`config.mk`:
```
export PLATFORM = sky130hd
export DESIGN_NAME = multicycle_control_fsm
export DESIGN_NICKNAME = d
export VERILOG_FILES = /design/src/rtl/cpu_ctrl_pkg.sv /design/src/rtl/mc_ctrl_decode.sv /design/src/rtl/multicycle_control_fsm.sv
export SDC_FILE = /design/constraint.sdc
export NUM_CORES = 1
export LEC_CHECK = 0
export ABC_AREA = 1
export BUFFER_PORTS_ARGS = -buffer_cell sky130_fd_sc_hd__buf_2
export CORE_UTILIZATION = 47
export DETAILED_ROUTE_END_ITERATION = 6
export PLACE_DENSITY = 0.88
export SYNTH_ARGS = -nofsm -noshare
export SYNTH_HDL_FRONTEND = slang
export SYNTH_SLANG_ARGS = --single-unit
```
`constraint.sdc`:
```
create_clock -name clk -period 1.3 [get_ports clk]
set_input_delay 0.13 -clock clk [delete_from_list [all_inputs] [get_ports clk]]
set_output_delay 0.13 -clock clk [all_outputs]
set_load 0.005 [all_outputs]
```
`src/rtl/cpu_ctrl_pkg.sv`:
```
// Shared encodings for the multi-cycle RV32I control FSM.
// Holds opcode constants, state and mux-select enums, and the opcode classifier.
package cpu_ctrl_pkg;

  localparam logic [6:0] OP_R      = 7'b0110011;
  localparam logic [6:0] OP_I_ALU  = 7'b0010011;
  localparam logic [6:0] OP_LOAD   = 7'b0000011;
  localparam logic [6:0] OP_STORE  = 7'b0100011;
  localparam logic [6:0] OP_BRANCH = 7'b1100011;
  localparam logic [6:0] OP_JAL    = 7'b1101111;
  localparam logic [6:0] OP_JALR   = 7'b1100111;
  localparam logic [6:0] OP_SYSTEM = 7'b1110011;

  typedef enum logic [2:0] {
    S_IF    = 3'd0,
    S_ID    = 3'd1,
    S_EX    = 3'd2,
    S_MEM   = 3'd3,
    S_WB    = 3'd4,
    S_BR_NT = 3'd5,
    S_JR    = 3'd6,
    S_HALT  = 3'd7
  } state_e;

  typedef enum logic [1:0] {
    ALU_ADD    = 2'b00,
    ALU_BRANCH = 2'b01,
    ALU_RFUNCT = 2'b10,
    ALU_IFUNCT = 2'b11
  } alu_op_e;

  typedef enum logic [1:0] {
    SRC_B_REG  = 2'b00,
    SRC_B_FOUR = 2'b01,
    SRC_B_IMM  = 2'b10
  } src_b_e;

  localparam logic SRC_A_PC      = 1'b0;
  localparam logic SRC_A_REG     = 1'b1;
  localparam logic PC_SRC_ALU    = 1'b0;
  localparam logic PC_SRC_ALUOUT = 1'b1;

  typedef enum logic [3:0] {
    OPC_R, OPC_I_ALU, OPC_LOAD, OPC_STORE, OPC_BRANCH,
    OPC_JAL, OPC_JALR, OPC_ECALL, OPC_ILLEGAL
  } opclass_e;

  typedef struct packed {
    logic    mem_read;
    logic    mem_write;
    logic    i_or_d;
    logic    ir_write;
    logic    reg_write;
    logic    mem_to_reg;
    logic    alu_src_a;
    src_b_e  alu_src_b;
    alu_op_e alu_op;
    logic    pc_write;
    logic    pc_source;
  } ctrl_t;

  function automatic opclass_e classify(input logic [6:0] op);
    case (op)
      OP_R:      return OPC_R;
      OP_I_ALU:  return OPC_I_ALU;
      OP_LOAD:   return OPC_LOAD;
      OP_STORE:  return OPC_STORE;
      OP_BRANCH: return OPC_BRANCH;
      OP_JAL:    return OPC_JAL;
      OP_JALR:   return OPC_JALR;
      OP_SYSTEM: return OPC_ECALL;
      default:   return OPC_ILLEGAL;
    endcase
  endfunction

  // Where ID goes: S_IF means "retire as a NOP", bumping PC by 4 from ID.
  function automatic state_e id_next(input opclass_e opc, input logic halt_req,
                                     input bit halt_on_illegal, input bit ecall_halt_en);
    if (opc == OPC_ECALL)   return (ecall_halt_en && halt_req) ? S_HALT : S_IF;
    if (opc == OPC_ILLEGAL) return halt_on_illegal ? S_HALT : S_IF;
    return S_EX;
  endfunction

endpackage

```
`src/rtl/mc_ctrl_decode.sv`:
```
// Combinational control-word decode for the multi-cycle FSM.
// Maps (state, opcode, branch result, memory ready, halt request) to datapath controls.
module mc_ctrl_decode
  import cpu_ctrl_pkg::*;
#(
  parameter bit HALT_ON_ILLEGAL = 1'b1,
  parameter bit ECALL_HALT_EN   = 1'b1
) (
  input  state_e     i_state,
  input  logic [6:0] i_opcode,
  input  logic       i_alu_bcond,
  input  logic       i_halt_req,
  input  logic       i_mem_ready,
  output ctrl_t      o_ctrl
);

  opclass_e w_opc;

  always_comb begin
    // NOTE: assigning every output a default first keeps this block latch-free.
    o_ctrl = '0;
    w_opc  = classify(i_opcode);
    case (i_state)
      S_IF: begin
        o_ctrl.mem_read = 1'b1;
        o_ctrl.ir_write = i_mem_ready;
      end
      S_ID: begin
        if (id_next(w_opc, i_halt_req, HALT_ON_ILLEGAL, ECALL_HALT_EN) == S_IF) begin
          o_ctrl.alu_src_a = SRC_A_PC;
          o_ctrl.alu_src_b = SRC_B_FOUR;
          o_ctrl.pc_write  = 1'b1;
          o_ctrl.pc_source = PC_SRC_ALU;
        end else begin
          o_ctrl.alu_src_a = SRC_A_PC;
          o_ctrl.alu_src_b = SRC_B_IMM;
          o_ctrl.alu_op    = ALU_ADD;
        end
      end
      S_EX: begin
        case (w_opc)
          OPC_R: begin
            o_ctrl.alu_src_a = SRC_A_REG;
            o_ctrl.alu_src_b = SRC_B_REG;
            o_ctrl.alu_op    = ALU_RFUNCT;
          end
          OPC_I_ALU: begin
            o_ctrl.alu_src_a = SRC_A_REG;
            o_ctrl.alu_src_b = SRC_B_IMM;
            o_ctrl.alu_op    = ALU_IFUNCT;
          end
          OPC_LOAD, OPC_STORE: begin
            o_ctrl.alu_src_a = SRC_A_REG;
            o_ctrl.alu_src_b = SRC_B_IMM;
          end
          OPC_BRANCH: begin
            o_ctrl.alu_src_a = SRC_A_REG;
            o_ctrl.alu_src_b = SRC_B_REG;
            o_ctrl.alu_op    = ALU_BRANCH;
            o_ctrl.pc_write  = i_alu_bcond;
            o_ctrl.pc_source = i_alu_bcond ? PC_SRC_ALUOUT : PC_SRC_ALU;
          end
          // ALUOut still holds PC+imm from ID, so the jump target comes from it.
          OPC_JAL: begin
            o_ctrl.alu_src_b = SRC_B_FOUR;
            o_ctrl.pc_write  = 1'b1;
            o_ctrl.pc_source = PC_SRC_ALUOUT;
          end
          OPC_JALR: o_ctrl.alu_src_b = SRC_B_FOUR;
          default: ;
        endcase
      end
      S_MEM: begin
        o_ctrl.i_or_d    = 1'b1;
        o_ctrl.mem_read  = (w_opc == OPC_LOAD);
        o_ctrl.mem_write = (w_opc == OPC_STORE);
        if (w_opc == OPC_STORE && i_mem_ready) begin
          o_ctrl.alu_src_b = SRC_B_FOUR;
          o_ctrl.pc_write  = 1'b1;
        end
      end
      S_WB: begin
        o_ctrl.reg_write  = 1'b1;
        o_ctrl.mem_to_reg = (w_opc == OPC_LOAD);
        if (w_opc != OPC_JAL) begin
          o_ctrl.alu_src_b = SRC_B_FOUR;
          o_ctrl.pc_write  = 1'b1;
        end
      end
      S_BR_NT: begin
        o_ctrl.alu_src_b = SRC_B_FOUR;
        o_ctrl.pc_write  = 1'b1;
      end
      S_JR: begin
        o_ctrl.reg_write = 1'b1;
        o_ctrl.alu_src_a = SRC_A_REG;
        o_ctrl.alu_src_b = SRC_B_IMM;
        o_ctrl.pc_write  = 1'b1;
      end
      default: ;
    endcase
  end

endmodule

```
`src/rtl/multicycle_control_fsm.sv`:
```
// Multi-cycle RV32I sequencing FSM: state register, next-state logic and sticky halt.
// Control outputs come from mc_ctrl_decode and are held at zero while reset is high.
module multicycle_control_fsm
  import cpu_ctrl_pkg::*;
#(
  parameter bit HALT_ON_ILLEGAL = 1'b1,
  parameter bit ECALL_HALT_EN   = 1'b1
) (
  input  logic       clk,
  input  logic       reset,
  input  logic [6:0] opcode,
  input  logic       alu_bcond,
  input  logic       halt_req,
  input  logic       mem_ready,
  output logic       mem_read,
  output logic       mem_write,
  output logic       i_or_d,
  output logic       ir_write,
  output logic       reg_write,
  output logic       mem_to_reg,
  output logic       alu_src_a,
  output logic [1:0] alu_src_b,
  output logic [1:0] alu_op,
  output logic       pc_write,
  output logic       pc_source,
  output logic       is_halted,
  output logic [2:0] state_dbg
);

  state_e   r_state;
  state_e   w_next;
  logic     r_is_halted;
  opclass_e w_opc;
  ctrl_t    w_ctrl;
  ctrl_t    w_ctrl_out;

  mc_ctrl_decode #(
    .HALT_ON_ILLEGAL (HALT_ON_ILLEGAL),
    .ECALL_HALT_EN   (ECALL_HALT_EN)
  ) u_decode (
    .i_state     (r_state),
    .i_opcode    (opcode),
    .i_alu_bcond (alu_bcond),
    .i_halt_req  (halt_req),
    .i_mem_ready (mem_ready),
    .o_ctrl      (w_ctrl)
  );

  always_comb begin
    w_next = r_state;
    w_opc  = classify(opcode);
    case (r_state)
      S_IF:  w_next = mem_ready ? S_ID : S_IF;
      S_ID:  w_next = id_next(w_opc, halt_req, HALT_ON_ILLEGAL, ECALL_HALT_EN);
      S_EX: begin
        case (w_opc)
          OPC_R, OPC_I_ALU, OPC_JAL: w_next = S_WB;
          OPC_LOAD, OPC_STORE:       w_next = S_MEM;
          OPC_BRANCH:                w_next = alu_bcond ? S_IF : S_BR_NT;
          OPC_JALR:                  w_next = S_JR;
          default:                   w_next = S_IF;
        endcase
      end
      S_MEM: begin
        if (mem_ready) w_next = (w_opc == OPC_LOAD) ? S_WB : S_IF;
      end
      S_WB, S_BR_NT, S_JR: w_next = S_IF;
      S_HALT:              w_next = S_HALT;
      default:             w_next = S_IF;
    endcase
  end

  // NOTE: sequential state uses non-blocking assignments so every register samples pre-edge values.
  always_ff @(posedge clk or posedge reset) begin
    if (reset) begin
      r_state     <= S_IF;
      r_is_halted <= 1'b0;
    end else begin
      r_state     <= w_next;
      r_is_halted <= r_is_halted | (w_next == S_HALT);
    end
  end

  // Reset gates the decode directly so a pending memory write drops immediately.
  assign w_ctrl_out = reset ? '0 : w_ctrl;

  assign mem_read   = w_ctrl_out.mem_read;
  assign mem_write  = w_ctrl_out.mem_write;
  assign i_or_d     = w_ctrl_out.i_or_d;
  assign ir_write   = w_ctrl_out.ir_write;
  assign reg_write  = w_ctrl_out.reg_write;
  assign mem_to_reg = w_ctrl_out.mem_to_reg;
  assign alu_src_a  = w_ctrl_out.alu_src_a;
  assign alu_src_b  = w_ctrl_out.alu_src_b;
  assign alu_op     = w_ctrl_out.alu_op;
  assign pc_write   = w_ctrl_out.pc_write;
  assign pc_source  = w_ctrl_out.pc_source;
  assign is_halted  = r_is_halted;
  assign state_dbg  = r_state;

endmodule

```
* Word-level counts from Yosys, hierarchy flattened
Cells that the tools add are included.
** Word-level totals
- Logic and storage cells :: 80
- Bits of input ports :: 12
- Output and inout port bits :: 17
- Bits in registers :: 4
** Operators by class
- Bitwise gates (word level) :: 1
- Eq/ne operators :: 25
- Reductions and logical operators :: 12
- Muxes and demuxes :: 40
** Operator list (number)
- $pmux W4 S8 :: 1
- $eq A7 B7 Y1 const B :: 4
- $mux W3 :: 9
- $pmux W3 S6 :: 1
- $eq A4 B3 Y1 const B :: 4
- $eq A3 B3 Y1 const B :: 5
- $mux W1 :: 15
- $eq A7 B6 Y1 const B :: 2
- $mux W13 :: 1
- $pmux W2 S6 :: 1
- $pmux W3 S4 :: 1
- $reduce_or A3 Y1 :: 3
- $eq A4 B2 Y1 const B :: 2
- $mux W2 :: 4
- $pmux W2 S2 :: 2
- $reduce_or A2 Y1 :: 4
- $eq A7 B2 Y1 const B :: 1
- $eq A7 B5 Y1 const B :: 1
- $eq A3 B2 Y1 const B :: 2
- $logic_not A3 Y1 :: 2
- $pmux W2 S3 :: 1
- $pmux W1 S5 :: 1
- $reduce_or A5 Y1 :: 1
- $eq A4 B1 Y1 const B :: 1
- other kinds (8) :: 9

* Longest topological paths before layout
Gate-level depths: netlist (run 1).
- Word-level depth :: 14
- Mapped depth :: 9

* Cells and area by module
From an unflattened synthesis (run 1), not the netlist that was laid out.
** Unflattened totals
- Cell total of the unflattened synthesis :: 204
- Area total of the unflattened synthesis :: 1052.3 um2
** Modules (own cells, without submodules)
- multicycle_control_fsm :: area each 560.5 um2, cells each 104, times used 1, seq. area each 100.1 um2
- mc_ctrl_decode :: area each 491.7 um2, cells each 100, times used 1, seq. area each 0.0 um2

* Worst setup path after synthesis (run 1)
Ideal clock, no wire load.
- Path type :: reg-to-output
- From :: register r_state[2] (netlist: state_dbg[2])
- To :: output port alu_src_b[0]
- Stages on the path, launching flop included :: 7
- Path buffers :: 1
- Data arrival time :: 1067 ps
- Path slack :: 103 ps
- Cell sequence :: dfrtp_1 -> buf_2 -> nor3_1 -> nand3_1 -> nand2_1 -> nor2_1 -> nor2_1
** On the way
- Cells in the longest elaborated chain, start to end :: 3
** RTL lines
- start, declared :: line multicycle_control_fsm.sv:30 : state_e r_state;
- start signal, assigned :: line multicycle_control_fsm.sv:79 : r_state <= w_next;
- $eq A3 B3 Y1 (tied with other cells) :: line mc_ctrl_decode.sv:23 : case (i_state)
- $pmux W2 S6 (*) :: line mc_ctrl_decode.sv:23
- $mux W13 (*) :: line multicycle_control_fsm.sv:85 : assign w_ctrl_out = reset ? '0 : w_ctrl;
- end, declared :: line multicycle_control_fsm.sv:22 : output logic [1:0] alu_src_b,
Every way passes the cells marked *; elsewhere a longest branch is shown, timed or not.

* Worst setup path after layout (run 1)
- From :: register r_state[0] (netlist: state_dbg[0])
- To :: output port alu_src_b[1]
Same word-level chain as after synthesis.

==> results of run 1 <==
-- registers in the layout (all words and copies together) (netlist names) --
signal	count
is_halted	1
state_dbg	3
-- worst max-delay path: stages, from the launching register on --
cell and delay (ns):
dfrtp_1 0.41, inv_2 0.11, nand2_2 0.09, nor2_4 0.14, o2111ai_1 0.15, nand3_1 0.10, nand2_1 0.05, inv_1 0.04
buf_2 0.09
-- kinds of logic (layout without fill, tap and decap cells) --
family | Yosys count | in the layout | synth area share, %
and+or+nand+nor | 94 | 94 | 63.40
buffers and inverters | 27 | 66 | 14.36
AOI/OAI and AO/OA | 10 | 10 | 8.232
DFF | 4 | 4 | 14.01
-- final timing paths --
path | end | slack [ns] | depth (start not counted)
worst max-delay path | alu_src_b[1] | -0.27 | 8
worst min-delay path | state_dbg[0] | 0.06 | 3
worst max register to register | state_dbg[2] | 0.01 | 7
worst min register to register | is_halted | 0.47 | 2
max in group asynchronous | state_dbg[1] | 1.12 | 3
min in group clk | state_dbg[0] | 0.20 | 3
-- where the power goes --
part,leakage [nW],switching [mW],internal [mW]
logic,0.556,0.448,0.352
registers,0.0443,0.0903,0.169
clock network,0.0138,0.0487,0.103
-- layout make-up --
| type | count | area (µm²) |
|---|---|---|
| multi-input cells | 104 | 559.3 |
| fillers | 111 | 330.3 |
| repair buffers | 38 | 222.7 |
| flip-flops and latches | 4 | 102.6 |
| inverters | 25 | 93.84 |
| clock buffers | 3 | 22.52 |
| well taps | 15 | 18.77 |
-- what timing repair did --
action / 4_1_cts / 5_1_grt
gates resized for setup: 9 / 8
pin swaps: 4 / 0
hold buffers: 0 / 0
endpoints found under the setup margin: 13 / 14
setup buffers: 0 / 2
-- placed cells by master, fill, tap and decap left out, types with 2 or more instances in the layout --
cell and n:
buf_2 28, buf_4 8, buf_6 2, clkbuf_4 3, dfrtp_1 2, dfrtp_2 2
inv_1 19, inv_2 6, nand2_1 33, nand2_2 5, nand3_1 16, nand4_1 4
nor2_1 16, nor2_2 5, nor2_4 6, nor3_1 2, o21ai_0 5
-- metrics by stage --
stage | hold WS (ns) | cells
6_report | 0.05847 | 189
3_3_place_gp | 0.2822 | 184
2_1_floorplan | 0.1169 | 135
5_1_grt | 0.09112 | 189
4_1_cts | 0.03972 | 187
3_5_place_dp | 0.2934 | 184
-- synthesized netlist by cell type --
cell type | number | share of area (%)
nand3b_1 | 1 | 1.1
inv_2 | 5 | 2.6
and3_1 | 1 | 0.88
a31oi_1 | 1 | 0.88
dfrtp_1 | 4 | 14
nand2_2 | 3 | 2.6
nor3_1 | 4 | 2.8
nand2_4 | 1 | 1.6
o2111ai_1 | 1 | 1.2
inv_1 | 20 | 11
o21ai_2 | 1 | 1.2
nor2_4 | 3 | 4.7
nor4_1 | 1 | 0.88
nand2_1 | 35 | 18
nand3_2 | 1 | 1.4
nand3_1 | 16 | 11
o21ai_0 | 5 | 3.5
a21oi_1 | 2 | 1.4
nor2_2 | 5 | 4.4
nand4_1 | 4 | 3.5
nor2_1 | 19 | 10
buf_2 | 1 | 0.70
clkbuf_1 | 1 | 0.52
-- routing by layer --
| metal | share of wire [%] | vias up | GRT usage (%) |
|---|---|---|---|
| met5 | 0 | - | 0 |
| met4 | 0.48 | 0 | 0.8333 |
| met3 | 7.8 | 2 | 7.609 |
| met2 | 50 | 53 | 44.14 |
| met1 | 41 | 477 | 35.71 |
| li1 | - | 510 | - |
==> results list, run 1 <==
- Setup violations remaining at the end of the flow were counted as 13.
- Cell area after placement: ~900 µm²
- Number of rows created at floorplan: 13
- The worst setup path is launched from a register.
- The via count of the first global-routing pass was approximately 730.
- Of all nets on the critical path, the largest fanout is 4.
- Once the floorplan was initialized, standard cells occupied between 50% and 60% of the core.
* DRT iter0 DRCs: 52
- Setup clock skew after layout: 0.006833 ns
- First-pass GRT wire length: about 3000 µm
- The worst path in the final design needs a cycle of roughly 1.6 ns, including I/O delays and setup.
- Sequential share of the synthesized area: between 10 and 15%
* Remaining number of nets flagged by the antenna check after routing: 0
- Number of optimization iterations in the first detailed-route pass: 4
- Crit path launch: state_dbg[0]
* Fraction of final layout cells sized beyond drive strength 1: 40.80%
- The worst setup path is of the reg -> out kind.
* Number of clock sinks seen by CTS: 4
- Synthesized instance count: between 100 and 150
- Post-synth net total: 147
- Deepest clock path buffer count: 2
- Final weighted congestion of routability-driven global placement: 0.8750
- Setup repair after global routing missed its margin: yes
- In this run the standard cell core region covers roughly 1400 µm².
- The worst pin sits at a relative slew slack of approximately 70%.
* Total Routed Length: 2308 µm
- Number of pins exceeding their max-slew limit in the final report: 0
* Floorplan die area: between 1500 and 2000 µm²
* Insertion delay to the later sink of the worst-skew pair: roughly 0.24 ns
- The count of final hold-check violations was 0.
* Reg2reg start: state_dbg[2]
* Max-Cap Viols: 0
- Setup total negative slack on the finished layout was measured at -2.362 ns.
- # nets final: ~190
- Pre-CTS setup slack: -0.03641 ns
* Via Count: about 1000
- Standby leakage power: 0.6142 nW
- Post-layout util: between 70% and 80%
- Critical path arrival: 1.44 ns
- For this run, the top clock speed supported by timing is 0.6383 GHz.
* P per Cell Area: between 1000 and 1500 nW/µm²
* # IOs: 29
- Yosys mapped the design onto 23 distinct sky130hd cell types.
* Cell area after synthesis: a little over 700 µm²
- PnR worst setup slack: -0.2667 ns
- The number of antenna violations at the first check in global routing came to 0.
* Die Width: just over 40 µm
- Summing internal, switching and leakage power gives approximately 1.2 mW.
* Clock Pin Slew Worst Setup and Hold Paths: around 0.040 ns
* Maximum number of pins on one net before global-route repair: 11
- During synthesis, Yosys emitted a total of 0 warnings.
- Compared with the post-synthesis result, the final layout area differs by 42.73%.
- Summed over all layers, the global routing overflow is 0.
- Flip-flop and latch count after synthesis: 4
- CTS built an H-tree with a depth of 1.
- Violations in the final reports: negative setup slack
* Num CTS Buffers: 3
- Global routing used between 20% and 30% of the available tracks.
- In the routed layout, each cell is associated on average with a via count of around 5.5.
- TritonCTS clock tree: built
* Count of input and output buffers: 28
* Hold/Removal Path Class: in -> async
* Final standard cell area without fillers: a little over 1000 µm²
* Average detailed-routed wire length per instance: about 12 µm
- Residual DRC: 0
- 0 antenna diodes ended up in the layout.
* Detailed placement HPWL: around 1700 µm
- Endpoint type of the worst setup path: output pin
- Die height: between 40 and 50 µm
* WP data required: between 1 and 1.5 ns
* Transition at the pin with the smallest max-transition slack: roughly 0.45 ns
* Root Buffer: clkbuf_4
- The run finished, with violations left.
- Synth Area per Inst: 5.292 µm²
- Peak supply drop: roughly 0.75 mV
- Part of the cycle the worst path needs: 120.5%
Power figures use the tool's default switching activity.
==> inputs of run 2 (changes only) <==
CORE_UTILIZATION = 49   (was 47)
CTS_BUF_LIST = sky130_fd_sc_hd__clkbuf_2 sky130_fd_sc_hd__clkbuf_4 sky130_fd_sc_hd__clkbuf_8   (was default)
PLACE_DENSITY = 0.91   (was 0.88)
==> results list, run 2 (synthesis results as in run 1) <==
* Floorplan die area: 1615 µm² (was 1680 µm²)
- Part of the cycle the worst path needs: 123.2% (was 120.5%)
- Hold/Removal Path Class: in -> async (unchanged)
- Standby leakage power: 0.6410 nW (was 0.6142 nW)
- The layout overhead on the synthesized area was 46.23% (was 42.73%).
- # IOs: 29 (unchanged)
* Setup repair after global routing missed its margin: yes (unchanged)
* Hold Violations, Final: 0 (unchanged)
* Reg2reg start: state_dbg[1] (was state_dbg[2])
- The post-route worst setup slack was -0.3021 ns (was -0.2667 ns).
* Worst relative slew slack: 70.32% (was 69.36%)
- Final standard cell area without fillers: 1045 µm² (was 1020 µm²)
* Via Count: 1088 (was 1042)
* Deepest clock path buffer count: 2 (unchanged)
- Detailed placement HPWL: 1856 µm (was 1720 µm)
- The detailed-route wire length per cell is 14.19 µm (was 12.21 µm).
* Number of clock sinks seen by CTS: 4 (unchanged)
- Met3 routed WL: 238 µm (was 180 µm)
- The aggregate global-route resource usage was 33.79% (was 26.68%).
- The detailed-routing iteration count for the pre-antenna-repair pass is 4 (unchanged).
- Number of setup violations in the final report: 14 (was 13)
- Maximum number of pins on one net before global-route repair: 11 (unchanged)
- Fillers: 103 (was 111)
- Total Routed Length: 2696 µm (was 2308 µm)
- The final layout net count was 189 (was 188).
- DRT iter0 DRCs: 68 (was 52)
- Series of cell instances along the critical path: inv_2 > nand2_1 > nor2_2 > nand2_1 > nand3_1 > nor2_1 > nor2_1 > buf_2 (was inv_2 > nand2_2 > nor2_4 > o2111ai_1 > nand3_1 > nand2_1 > inv_1 > buf_2)
* Final Non-Filler Cells: 190 (was 189)
* Clock Pin Slew Worst Setup and Hold Paths: 0.04 ns (about the same)
* Antenna diode count: 0 (unchanged)
- The worst clock skew on the final layout came to 0.009027 ns (was 0.006833 ns).
- The highest-delay cell along the critical path is dfrtp_1 (unchanged).
- The minimum setup slack among reg-to-reg paths came to -0.02 ns (was 0.01 ns).
- The met1 wire length came to 1061 µm (was 956 µm).
* Max-Cap Viols: 0 (unchanged)
- Max layer used: met4 (unchanged)
- H-tree level count: 1 (unchanged)
- Area used by sequential logic in the layout: 102.6 µm² (unchanged)
* Cells after DPL: 184 (unchanged)
* Cell area after placement: 924.6 µm² (unchanged)
* Root Buffer: clkbuf_4 (unchanged)
- The maximum fanout along the worst path came to 4 (unchanged).
- Crit path launch: state_dbg[0] (unchanged)
- Result of the run: finished, violations left (unchanged).
- The remaining global-route overflow was 0 (unchanged).
- The share of post-route cells with drive strength above 1 was 42.29% (was 40.80%).
- Number of hold buffers added after CTS: 0 (unchanged)
- The core outline area came to 1334 µm² (was 1350 µm²).
* Die height: 40.19 µm (was 40.99 µm)
* Final weighted congestion of routability-driven global placement: 0.9517 (was 0.8750)
* Remaining number of nets flagged by the antenna check after routing: 0 (unchanged)
- The post-route minimum period is 1.602 ns (was 1.567 ns).
* Wire length on met2: 1310 µm (was 1159 µm)
- The clock latency at the later pin of the worst-skew pair is 0.24 ns (about the same).
- Number of antenna violations at the first check in global routing: 0 (unchanged)
- The number of rows created at floorplan was 13 (unchanged).
* WP data required: 1.17 ns (about the same)
* Violations in the final reports: negative setup slack (unchanged)
- The flip-flop count of the largest register after layout was 3 (unchanged).
- Critical Path Start Type: register (unchanged)
* Count of input and output buffers: 28 (unchanged)
* Avg Vias per Cell: 5.726 (was 5.513)
- The areal power density over the cells came to 1225 nW/µm² (was 1188 nW/µm²).
- Die Width: 40.19 µm (was 40.99 µm)
- CP peak stage delay: 0.42 ns (was 0.41 ns)
- The accumulated negative setup slack is -2.575 ns (was -2.362 ns).
* Peak clock frequency supported by timing: 0.6242 GHz (was 0.6383 GHz)
* Peak supply drop: 0.7811 mV (was 0.7484 mV)
- The area used by multi-input combinational logic came to 574.3 µm² (was 559.3 µm²).
- The CTS tree is built (unchanged).
- The startpoint-to-endpoint class of the critical path was reg -> out (unchanged).
- The number of pins with negative max-slew slack in the final report was 0 (unchanged).
- Critical path arrival: 1.47 ns (was 1.44 ns)
- Via count of the first global-routing pass: 900 (was 733)
- The worst-margin pin slew is 0.4405 ns (was 0.4548 ns).
* Commonest non-fill, non-tap cells in the layout: nand2_1 (32), buf_2 (28), inv_1 (19) (was nand2_1 (33), buf_2 (28), inv_1 (19))
- Starting utilization of the core area: 53.56% (was 52.92%)
- First-pass GRT wire length: 3615 µm (was 2967 µm)
- Endpoint type of the worst setup path: output pin (unchanged)
- The most common cell after layout, fill and taps aside is nand2_1 (unchanged).
- The total DRC errors in the routed layout was 0 (unchanged).
- Num CTS Buffers: 3 (unchanged)
-- run 2: cell count changes in the layout (fill, tap and decap cells not counted), sizes merged --
cell | previous run | this run
buf | 38 | 39
-- run 2: where the power goes --
part	internal [mW]	switching [mW]	total, mW
sequential	0.170	0.0799	0.249
clock	0.103	0.0510	0.154
combinational	0.363	0.513	0.876
-- run 2: timing repair --
action                     CTS  global route
setup buffers                3             0
gates resized for setup     14            10
setup endpoints to repair   13            15
pin swaps                    4             4
-- run 2: through the flow --
stage	total power, mW	setup slack (ns)	hold WS [ns]	utilization, %
after floorplan	0.5827	0.1025	0.1169	-
after global placement	0.8256	0.01551	0.2905	69.32
after detailed placement	0.8640	-0.03724	0.3003	69.32
after CTS	1.171	-0.2113	0.04418	75.42
after global routing	1.354	-0.3699	0.1410	78.33
final	1.280	-0.3021	0.1332	78.33
-- run 2: cell type report --
type | count | share of cell area (%)
Multi-Input combinational cell | 104 | 54.97
Timing Repair Buffer | 39 | 22.04
Sequential cell | 4 | 9.820
Inverter | 25 | 9.222
Clock buffer | 3 | 2.156
Tap cell | 15 | 1.796
-- run 2: per-layer routing --
layer / vias to the layer above / global-route usage, %
met5: - / 0
met4: 0 / 13.33
met3: 15 / 12.78
met2: 78 / 61.29
met1: 479 / 34.55
li1: 516 / -
-- run 2: worst max-delay path, delay by kind of cell (launching register included) --
kind | cells | cell delay (ns)
buf+inv | 2 | 0.25
flops | 1 | 0.42
simple gates | 6 | 0.57
-- run 2: final timing paths --
check / cells after the start / end
max reg2reg: 7 / state_dbg[0]
min reg2reg: 2 / is_halted
max: 8 / alu_src_b[0]
max in group asynchronous: 3 / state_dbg[1]
min in group clk: 3 / state_dbg[0]
min: 3 / state_dbg[0]
==> inputs of run 3 (changes only) <==
ABC_AREA = default   (was 1)
CORE_UTILIZATION = 51   (was 49)
PLACE_DENSITY = 0.94   (was 0.91)
clock period = 1.86 ns   (was 1.3 ns; I/O delays follow)
==> results list, run 3 <==
- Critical path arrival: 1.60 ns (was 1.47 ns)
* Number of enable-type register cells in the synthesized netlist: 0 (unchanged)
- The total of max-cap violations is 0 (unchanged).
* Most area-hungry cell type in the Yosys netlist: dfrtp_1 (was nand2_1)
- Antenna diode count: 0 (unchanged)
- Detailed placement HPWL: 1489 µm (was 1856 µm)
- Number of different library cells in the post-synthesis netlist: 42 (was 23)
- Largest cells by area after synthesis: dfrtp_1 (14%), nand2_1 (4.7%), nor3_1 (4.2%) (was nand2_1 (18%), dfrtp_1 (14%), nand3_1 (11%))
- The post-synthesis average cell area is 7.391 µm² (was 5.292 µm²).
- Along the worst hold path, the cell count comes to 3.
- The path type of the worst min-delay path is in -> reg (was in -> async).
- Final weighted congestion of routability-driven global placement: 0.9055 (was 0.9517)
* Pre-CTS setup slack: 0.1660 ns (was -0.03724 ns)
- Remaining number of nets flagged by the antenna check after routing: 0 (unchanged)
* Series of cell instances along the critical path: buf_4 > nand2b_1 > nor3_1 > nand2_1 > o22ai_1 > buf_2 (was inv_2 > nand2_1 > nor2_2 > nand2_1 > nand3_1 > nor2_1 > nor2_1 > buf_2)
* Setup repair after global routing missed its margin: no (was yes)
- Dividing the final minimum period by the clock period gives between 90% and 100%.
- The post-route worst setup slack is 0.07670 ns (was -0.3021 ns).
- The fill cell instance count of the final layout was 132 (was 103).
* Area taken by multi-input logic gates: 549.3 µm² (was 574.3 µm²)
* TritonCTS clock tree: built (unchanged)
- The peak supply drop came to 0.5527 mV (was 0.7811 mV).
* Post-CTS Repair Setup Buffers: 0 (was 3)
* Root Buffer: clkbuf_4 (unchanged)
* Floorplan die area: 1560 µm² (was 1615 µm²)
* Met3 routed WL: 140 µm (was 238 µm)
- Leading post-synthesis cells by instance count: nand2_1 (9), nor2_1 (7), nor3_1 (6) (was nand2_1 (35), inv_1 (20), nor2_1 (19), nand3_1 (16)).
* Post-synth net total: 109 (was 147)
* Number of optimization iterations in the first detailed-route pass: 4 (unchanged)
- The footprint of the flip-flops and latches is 102.6 µm² (unchanged).
- Hold Violations, Final: 0 (unchanged)
- The number of cells on the critical path came to 6 (was 8).
* Flip-flop and latch count after synthesis: 4 (unchanged)
- Commonest non-fill, non-tap cells in the layout: buf_2 (28), nand2_1 (9), nor2_1 (7) (was nand2_1 (32), buf_2 (28), inv_1 (19)).
- Endpoint type of the worst setup path: output pin (unchanged)
* Share of cell area taken by muxes after synthesis: 1.396% (was 0%)
- The number of cells on the worst reg-to-reg path is 5 (was 7).
- Area growth from synthesis to layout: 21.81% (was 46.23%)
- Sequential share of the synthesized area: 13.96% (was 14.01%)
- Synthesized instance count: 97 (was 135)
- The flip-flop count of the largest register after layout was 3 (unchanged).
* Peak fanout along the critical path: 9 (was 4)
* # IOs: 29 (unchanged)
- Maximum number of pins on one net before global-route repair: 13 (was 11)
* WP data required: 1.67 ns (was 1.17 ns)
- Result of the run: finished clean (was finished, violations left)
- CP peak stage delay: 0.43 ns (was 0.42 ns)
- Detailed-routing wirelength on met1: 917 µm (was 1061 µm)
- Congestion Overflow GR: 0 (unchanged)
- Transition at the pin with the smallest max-transition slack: 0.5957 ns (was 0.4405 ns)
* Peak clock frequency supported by timing: between 0.5 and 0.6 GHz
- The via density per instance was 6.547 (was 5.726).
- Via count of the first global-routing pass: 708 (was 900)
- The number of warnings reported in the yosys synthesis log came to 0 (unchanged).
- The total DRC errors in the routed layout came to 0 (unchanged).
- Setup clock skew after layout: 0.004226 ns (was 0.009027 ns)
- The routed wire length came to 2038 µm (was 2696 µm).
- The effective utilization at floorplan was 55.10% (was 53.56%).
- Final TNS setup: 0 ns (was -2.575 ns)
* Average detailed-routed wire length per instance: 14.88 µm (was 14.19 µm)
* Fraction of final layout cells sized beyond drive strength 1: 35.25% (was 42.29%)
* Critical Path Start Type: register (unchanged)
- The combinational family with the most area after synthesis is simple AND/OR/NAND/NOR gates (unchanged).
- The total number of clock tree sinks is 4 (unchanged).
* Top FF cell, synth: dfrtp_1 (unchanged)
- Setup Crit Path Kind: reg -> out (unchanged)
- The number of antenna violations at the first check in global routing was 0 (unchanged).
- The iteration-0 DRC count of the detailed router came to 20 (was 68).
* Number of pins exceeding their max-slew limit in the final report: 0 (unchanged)
- Insertion delay to the later sink of the worst-skew pair: 0.24 ns (about the same)
- Worst relative slew slack: 59.92% (was 70.32%)
- The cell with the most instances after synthesis was nand2_1 (unchanged).
- Number of buffers and inverters on the critical path: 2 (unchanged)
- Count of input and output buffers: 28 (unchanged)
- The adder-cell share of the synthesized area was 0% (unchanged).
- Number of rows created at floorplan: 13 (unchanged)
- Share of flip-flops with an asynchronous set or reset after synthesis: 100.0% (unchanged)
* Standby leakage power: 0.3776 nW (was 0.6410 nW)
- The complex-gate fraction of the synthesized area is 31.41% (was 8.231%).
- Most common library cell in the layout ignoring fill and taps: buf_2 (was nand2_1)
- The buffer levels on the longest clock path came to 2 (unchanged).
* Die Width: 39.50 µm (was 40.19 µm)
* Number of setup violations in the final report: 0 (was 14)
* Wire length on met2: 968 µm (was 1310 µm)
- The area share of the leading cell type in the synthesized netlist came to 13.96% (was 18.39%).
- The mapped cell area came to 716.9 µm² (was 714.4 µm²).
* P per Cell Area: 895.5 nW/µm² (was 1225 nW/µm²)
* Core region area: 1301 µm² (was 1334 µm²)
- The topmost layer with routed signal wires is met4 (unchanged).
- The maximum level of the CTS H-tree came to 1 (unchanged).
- The aggregate global-route resource usage was 27.74% (was 33.79%).
- The parity-gate share of the synthesized area counting xor and xnor cells was 0% (unchanged).
* Die height: 39.50 µm (was 40.19 µm)
- The total number of vias came to 897 (was 1088).
* Num CTS Buffers: 3 (unchanged)
- The highest-delay cell along the critical path was dfrtp_1 (unchanged).
* # nets final: 136 (was 189)
- The CTS clock-pin slew for the worst setup and hold paths was 0.04 ns (about the same).
- Dominant delay contributor by cell family on the critical path: simple AND/OR/NAND/NOR gates (unchanged)
* Final period demand of the worst path: about 1.8 ns
- The post-synthesis simple-gate area fraction is 43.80% (was 63.40%).
* First-pass GRT wire length: 3015 µm (was 3615 µm)
run 3: timing repair:
item	CTS	global route
endpoints found under the hold margin	4	0
gates resized for setup	0	2
hold buffers	1	0
endpoints found under the setup margin	0	3
run 3: final timing paths:
kind | from | end | slack, ns
max in group asynchronous | reset | state_dbg[0] | 1.23
setup reg to reg | state_dbg[1] | state_dbg[0] | 0.48
hold reg to reg | is_halted | is_halted | 0.50
min in group asynchronous | reset | is_halted | 0.46
setup / recovery | state_dbg[1] | alu_src_b[1] | 0.08
hold / removal | mem_ready | state_dbg[2] | 0.30
run 3: logic make-up after synthesis:
| logic type | Yosys count |
|---|---|
| buf+inv | 13 |
| mux | 1 |
| compound gates | 28 |
| flops | 4 |
| simple gates | 51 |
run 3: area by class of cell:
cell class / count / share of cell area, %
inverter: 4 / 1.719
clock buffer: 3 / 2.579
multi-input combinational: 80 / 62.89
tap: 15 / 2.149
sequential: 4 / 11.75
timing repair buffer: 31 / 18.91
run 3: worst min-delay path: cells and delay by family:
family | cells | cell delay [ns]
buf+inv | 1 | 0.12
simple gates | 1 | 0.09
compound gates | 1 | 0.09
run 3: layer usage:
| metal | GRT usage, % | vias to the layer above |
|---|---|---|
| met3 | 2.841 | 2 |
| met4 | 4.310 | 0 |
| met5 | 0 | - |
| met2 | 47.54 | 48 |
| met1 | 37.46 | 430 |
| li1 | - | 417 |
run 3: where the power goes:
part / internal (mW) / switching (mW) / leakage, nW
sequential: 0.120 / 0.0666 / 0.0443
clock: 0.0725 / 0.0395 / 0.0138
combinational: 0.221 / 0.262 / 0.320
run 3: metrics by stage:
step                      power [mW]  hold WS [ns]  std cells  cell area (µm²)  util [%]
after floorplan               0.5011        0.1588         97            716.9         -
after global placement        0.6390        0.1508        133            838.3     64.42
after detailed placement      0.6491        0.1553        133            838.3     64.42
after CTS                     0.7647        0.2936        137            870.8     66.92
after global routing          0.8447        0.2991        137            873.3     67.12
final                         0.7821        0.2955        137            873.3     67.12
